$ cat src/rtl/fifo_drain_pkg.sv
// fifo_drain_pkg
//   Shared definitions for the FIFO read-side drain block.
//   - ST_* : 3-bit binary state codes for the drain FSM
//   - drain_state_t : enum built on those codes
//   - clog2() : width helper used to size the acknowledge timer
package fifo_drain_pkg;

   localparam logic [2:0] ST_IDLE      = 3'd0;
   localparam logic [2:0] ST_POP       = 3'd1;
   localparam logic [2:0] ST_HANDOFF   = 3'd2;
   localparam logic [2:0] ST_WAIT_BUSY = 3'd3;
   localparam logic [2:0] ST_WAIT_DONE = 3'd4;

   typedef enum logic [2:0] {
      S_IDLE      = ST_IDLE,
      S_POP       = ST_POP,
      S_HANDOFF   = ST_HANDOFF,
      S_WAIT_BUSY = ST_WAIT_BUSY,
      S_WAIT_DONE = ST_WAIT_DONE
   } drain_state_t;

   // Bits needed to count 0..value-1; never less than 1.
   function automatic int clog2(input int value);
      int w;
      w = 0;
      for (int i = 0; i < 31; i++)
         if ((1 << i) < value) w = i + 1;
      return (w < 1) ? 1 : w;
   endfunction

endpackage

$ cat src/rtl/drain_ack_timer.sv
// drain_ack_timer
//   Counts cycles spent waiting for the transmitter to raise BUSY.
//   Ports:
//     clk, rst : clock, synchronous active-high reset
//     clr      : zero the count (held while the FSM is in HANDOFF)
//     en       : count one cycle (FSM in WAIT_BUSY)
//     expire   : count has reached ACK_TIMEOUT-1
module drain_ack_timer
   import fifo_drain_pkg::*;
#(
   parameter int ACK_TIMEOUT = 15
) (
   input  logic clk,
   input  logic rst,
   input  logic clr,
   input  logic en,
   output logic expire
);

   localparam int             TW   = clog2(ACK_TIMEOUT);
   localparam logic [TW-1:0] LAST = TW'(ACK_TIMEOUT - 1);

   logic [TW-1:0] cnt;

   // Stops at LAST so a stalled FSM can never wrap the count.
   always_ff @(posedge clk) begin
      if (rst || clr)
         cnt <= '0;
      else if (en && (cnt != LAST))
         cnt <= cnt + TW'(1);
   end

   assign expire = (cnt == LAST);

endmodule

$ cat src/rtl/fifo_tx_drain.sv
// fifo_tx_drain
//   Read-domain consumer of the async FIFO. Pops one word at a time and hands it
//   to a serial transmitter over a DATA_VALID/BUSY handshake; a transmitter that
//   never raises BUSY is reported on ERR_TIMEOUT and the word is dropped.
//   Optional build macro: FIFO_DRAIN_STATS_EN adds the WORD_CNT port/counter.
//   Ports:
//     CLK, RST       : read clock, synchronous active-high reset
//     EN             : drain enable (gates new pops only)
//     EMPTY, RD_DATA : FIFO status and head word
//     R_INC          : FIFO pop strobe
//     TX_BUSY        : transmitter busy
//     TX_P_DATA      : registered word to transmitter
//     TX_DATA_VALID  : one-cycle handoff strobe
//     ERR_TIMEOUT    : one-cycle pulse when BUSY never rose
//     IDLE           : FSM in IDLE
//     WORD_CNT       : delivered-word count (FIFO_DRAIN_STATS_EN only)
module fifo_tx_drain
   import fifo_drain_pkg::*;
#(
   parameter int DATA_WIDTH  = 8,
   parameter int ACK_TIMEOUT = 15
`ifdef FIFO_DRAIN_STATS_EN
  ,parameter int CNT_WIDTH   = 16
`endif
) (
   input  logic                  CLK,
   input  logic                  RST,
   input  logic                  EN,
   input  logic                  EMPTY,
   input  logic [DATA_WIDTH-1:0] RD_DATA,
   output logic                  R_INC,
   input  logic                  TX_BUSY,
   output logic [DATA_WIDTH-1:0] TX_P_DATA,
   output logic                  TX_DATA_VALID,
   output logic                  ERR_TIMEOUT,
   output logic                  IDLE
`ifdef FIFO_DRAIN_STATS_EN
  ,output logic [CNT_WIDTH-1:0]  WORD_CNT
`endif
);

   drain_state_t state;
   logic         tmr_clr, tmr_en, tmr_expire;

   assign tmr_clr = (state == S_HANDOFF);
   assign tmr_en  = (state == S_WAIT_BUSY);

   drain_ack_timer #(.ACK_TIMEOUT(ACK_TIMEOUT)) u_ack_timer (
      .clk    (CLK),
      .rst    (RST),
      .clr    (tmr_clr),
      .en     (tmr_en),
      .expire (tmr_expire)
   );

   // Outputs are set on the edge that enters the state they belong to, so
   // R_INC is high exactly during POP and TX_DATA_VALID exactly during HANDOFF.
   always_ff @(posedge CLK) begin
      if (RST) begin
         state         <= S_IDLE;
         R_INC         <= 1'b0;
         TX_DATA_VALID <= 1'b0;
         TX_P_DATA     <= '0;
         ERR_TIMEOUT   <= 1'b0;
         IDLE          <= 1'b1;
      end else begin
         R_INC         <= 1'b0;
         TX_DATA_VALID <= 1'b0;
         ERR_TIMEOUT   <= 1'b0;
         case (state)
            S_IDLE: begin
               // TX_BUSY gate keeps us from popping while a frame is still out.
               if (EN && !EMPTY && !TX_BUSY) begin
                  TX_P_DATA <= RD_DATA;
                  R_INC     <= 1'b1;
                  IDLE      <= 1'b0;
                  state     <= S_POP;
               end
            end
            S_POP: begin
               TX_DATA_VALID <= 1'b1;
               state         <= S_HANDOFF;
            end
            S_HANDOFF: state <= S_WAIT_BUSY;
            S_WAIT_BUSY: begin
               if (TX_BUSY)
                  state <= S_WAIT_DONE;
               else if (tmr_expire) begin
                  // Word already left the FIFO; it is simply dropped.
                  ERR_TIMEOUT <= 1'b1;
                  IDLE        <= 1'b1;
                  state       <= S_IDLE;
               end
            end
            S_WAIT_DONE: begin
               if (!TX_BUSY) begin
                  IDLE  <= 1'b1;
                  state <= S_IDLE;
               end
            end
            default: begin
               IDLE  <= 1'b1;
               state <= S_IDLE;
            end
         endcase
      end
   end

`ifdef FIFO_DRAIN_STATS_EN
   // Counts acknowledged words only; saturates instead of wrapping.
   always_ff @(posedge CLK) begin
      if (RST)
         WORD_CNT <= '0;
      else if ((state == S_WAIT_BUSY) && TX_BUSY && (WORD_CNT != '1))
         WORD_CNT <= WORD_CNT + CNT_WIDTH'(1);
   end
`endif

endmodule
$ cat config.mk
export PLATFORM = sky130hd
export DESIGN_NAME = fifo_tx_drain
export DESIGN_NICKNAME = d
export VERILOG_FILES = /design/src/rtl/fifo_drain_pkg.sv /design/src/rtl/drain_ack_timer.sv /design/src/rtl/fifo_tx_drain.sv
export SDC_FILE = /design/constraint.sdc
export NUM_CORES = 1
export LEC_CHECK = 0
export BUFFER_PORTS_ARGS = -buffer_cell sky130_fd_sc_hd__buf_2
export CORE_MARGIN = 2
export CORE_UTILIZATION = 49
export DETAILED_ROUTE_END_ITERATION = 10
export PLACE_DENSITY = 0.8
export SLEW_MARGIN = 25
export SYNTH_ARGS = -nofsm -noshare
export SYNTH_HDL_FRONTEND = slang
export SYNTH_SLANG_ARGS = --single-unit
export TNS_END_PERCENT = 100
$ cat constraint.sdc
create_clock -name CLK -period 2.16 [get_ports CLK]
set_input_delay 0.324 -clock CLK [delete_from_list [all_inputs] [get_ports CLK]]
set_output_delay 0.324 -clock CLK [all_outputs]
set_load 0.02 [all_outputs]
==> results.yml <==
power:
  cellPowerDensity_nw_per_um2: 612
  p_leak_uw: 0.000402
  comb_power_share: 0.116
  switching_power_uw: 157
  ir_worst_vdd_mv: 0.391
  pwr-share-seq: 0.595
  clkPwrFrac: 0.290
  p_sw_frac: 0.255
  internal_power_uw: 460
global_routing:
  grt-ovfl-total: 0
  grt_pass1_vias: 646
  track_usage: 0.187
  antenna_found_initial: 0
  grt_max_degree: 18
  grt_first_pass_wirelength_um: 2850
clocking:
  clock_latency_ns: 0.30
  post_cts_buffers: 0
  htree_levels: 1
  clkTransAtPathRegs_ns: 0.10
  clockRootBuffer: "clkbuf_4"
  cts_buffer_depth: 2
  cts.sinks: 19
  ctsResizeCount: 0
  cts_tree: "built"
  hold_buffers: 0
  numCtsBuffers: 3
sta:
  fin_tns_setup_ns: 0
  finalCriticalPeriod_ns: 1.63
  clock_skew_ns: 0.00287
  relSlewSlack: 0.514
  hold_viol_final: 0
  rsz0062_at_grt: "false"
  fin_crit_sh: 0.756
  finalSetupViolCount: 0
  hold_ws_ns: 0.262
  drv_slew: 0
  fmax_mhz: 612
  worstMarginPinSlew_ns: 0.727
setup_path:
  r2r_slack_ns: 0.53
  r2r_cells: 5
  arrival_ns: 1.84
  cp_max_fo: 10
  start_kind: "flop"
  rr_startpoint: "u_ack_timer.cnt[0]$_SDFFE_PP0P_"
  cp-end-kind: "flop"
  startpoint: "u_ack_timer.cnt[0]$_SDFFE_PP0P_"
  cp_slowest_stage_delay_ns: 0.40
  crit_slowest_cell: "or3_1"
  worstPathCellList: "inv_1 > ha_1 > and3_1 > or3_1 > a221oi_1"
  critPathBufInv: 1
  critical_path_depth: 5
  path_class: "reg -> reg"
  required_ns: 2.37
  crit_family: "simple AND/OR/NAND/NOR gates"
synth:
  muxShareOfSynthArea: 0
  synth_top_family_by_area: "simple AND/OR/NAND/NOR gates"
  ys_types: 32
  synth-xor-area-share: 0.00994
  synthesis.nets: 115
  synth_area_um2: 881
  synth_simple_gate_area_frac: 0.237
  seq_area_frac_synth: 0.432
  yosys_warnings: 0
  synth_fa_ha_area_frac: 0.0284
  ys_ff_latch: 19
  synth-compound-area-share: 0.227
  avgSynthCellArea_um2: 8.81
  synthCells: 100
final_layout:
  final_nets: 135
  final_common_cell: "buf_2"
  area_growth_pct: 14.5
  final_cell_area_um2: 1010
  final_cell_mix: "24 x buf_2, 19 x dfxtp_1, 14 x a21oi_1"
  num_antenna_cells: 0
  drive_above_1_share: 0.277
run_status:
  status: "finished clean"
drt:
  drt_wl_total_um: 1810
  ant_nets: 0
  wl_per_cell_um: 12.5
  post-route-drc-count: 0
  viasPerCell: 5.52
  top_layer_used: "met4"
  met3_length_um: 98
  first_iter_violations: 23
  wl_met1_um: 806
  wl_met2_um: 872
  vias: 795
  drtPass1Iterations: 4
placed_design:
  finalWeightedCongestion: 0.698
  place_area_um2: 982
  dp_hpwl_um: 1270
  io_buffers: 24
hold_path:
  holdCritStartpoint: "RD_DATA[4]"
  hp-class: "in -> reg"
  hold_depth: 3
floorplan:
  rows: 15
  die_h_um: 46.4
  die_x_um: 46.4
  core_region_area_um2: 1710
  initial_utilization: 0.516
  ios: 25
  die_area_um2: 2150
run:
  drv_cap: 0
[sequential cells by signal (all words and copies together), names as in the netlist]
| signal | flops |
|---|---|
| R_INC | 1 |
| state | 3 |
| TX_DATA_VALID | 1 |
| ERR_TIMEOUT | 1 |
| TX_P_DATA | 8 |
| u_ack_timer.cnt | 4 |
| IDLE | 1 |
[power by group through the flow]
stage	combinational, uW	clock (uW)	sequential (uW)
finish	71.4	179	367
global route	78.8	202	369
CTS	71.5	186	367
detailed placement	71.2	0	375
global placement	69.4	0	374
floorplan	42.1	0	381
[path summary, 6_finish.rpt]
kind                                                  end
worst min-delay path            TX_P_DATA[4]$_SDFFE_PP0P_
worst max-delay path                state[1]$_SDFFE_PP0P_
worst min register to register  TX_P_DATA[2]$_SDFFE_PP0P_
worst max register to register      state[1]$_SDFFE_PP0P_
[synth_stat cells]
cell,n,area [um2]
nand2b_1,2,12.5
a21oi_1,14,70.1
o21ai_0,11,55.1
xor2_1,1,8.76
or4b_4,1,13.8
or3_1,4,25.0
clkbuf_1,6,22.5
nor2b_1,1,6.26
nor3_2,1,10.0
buf_2,1,5.00
o21bai_1,1,7.51
ha_1,2,25.0
a211oi_2,1,12.5
nand3b_1,1,7.51
or4_1,1,7.51
buf_6,2,22.5
nor4b_2,1,15.0
or2_2,2,12.5
nor4b_1,1,8.76
and4_1,1,8.76
inv_1,2,7.51
a21o_1,2,15.0
nand3_1,9,45.0
nand2_1,1,3.75
o21a_1,1,7.51
nor3_1,1,5.00
nor2_1,4,15.0
o31ai_1,2,15.0
nor4_1,1,6.26
a221oi_1,2,17.5
and3_1,1,6.26
dfxtp_1,19,380
[worst register-to-register path, stage by stage, from the launching register on]
cell and delay [ns]:
dfxtp_1 0.39, inv_1 0.06, ha_1 0.18, and3_1 0.26, or3_1 0.40, a221oi_1 0.25
[kinds of logic (layout without fill, tap and decap cells)]
family | after synthesis | after routing
AOI/OAI and AO/OA | 34 | 34
xor gates and xnor gates | 1 | 1
adders and majority gates | 2 | 2
buffers and inverters | 11 | 30
DFF | 19 | 19
and+or+nand+nor | 33 | 33
[stage by stage]
| stage | setup WS [ns] | power, uW | util | std cells |
|---|---|---|---|---|
| floorplan | 0.573 | 423 | - | 100 |
| global placement | 0.618 | 444 | 0.575 | 140 |
| detailed placement | 0.532 | 446 | 0.575 | 140 |
| CTS | 0.507 | 625 | 0.590 | 144 |
| global route | 0.337 | 650 | 0.590 | 144 |
| finish | 0.526 | 617 | 0.590 | 144 |
[layer usage]
layer  global-route usage  up-vias
met4                0.103        0
met2                0.281       26
met5                    0        -
met1                0.248      365
met3               0.0392        3
li1                     -      401
[layout make-up]
class	instances	area, um2
Fill cell	170	699
Inverter	2	7.51
Tap cell	25	31.3
Clock buffer	4	26.3
Multi-Input combinational cell	70	443
Timing Repair Buffer	24	120
Sequential cell	19	380
No activity file was read; power rests on OpenSTA's default activity.
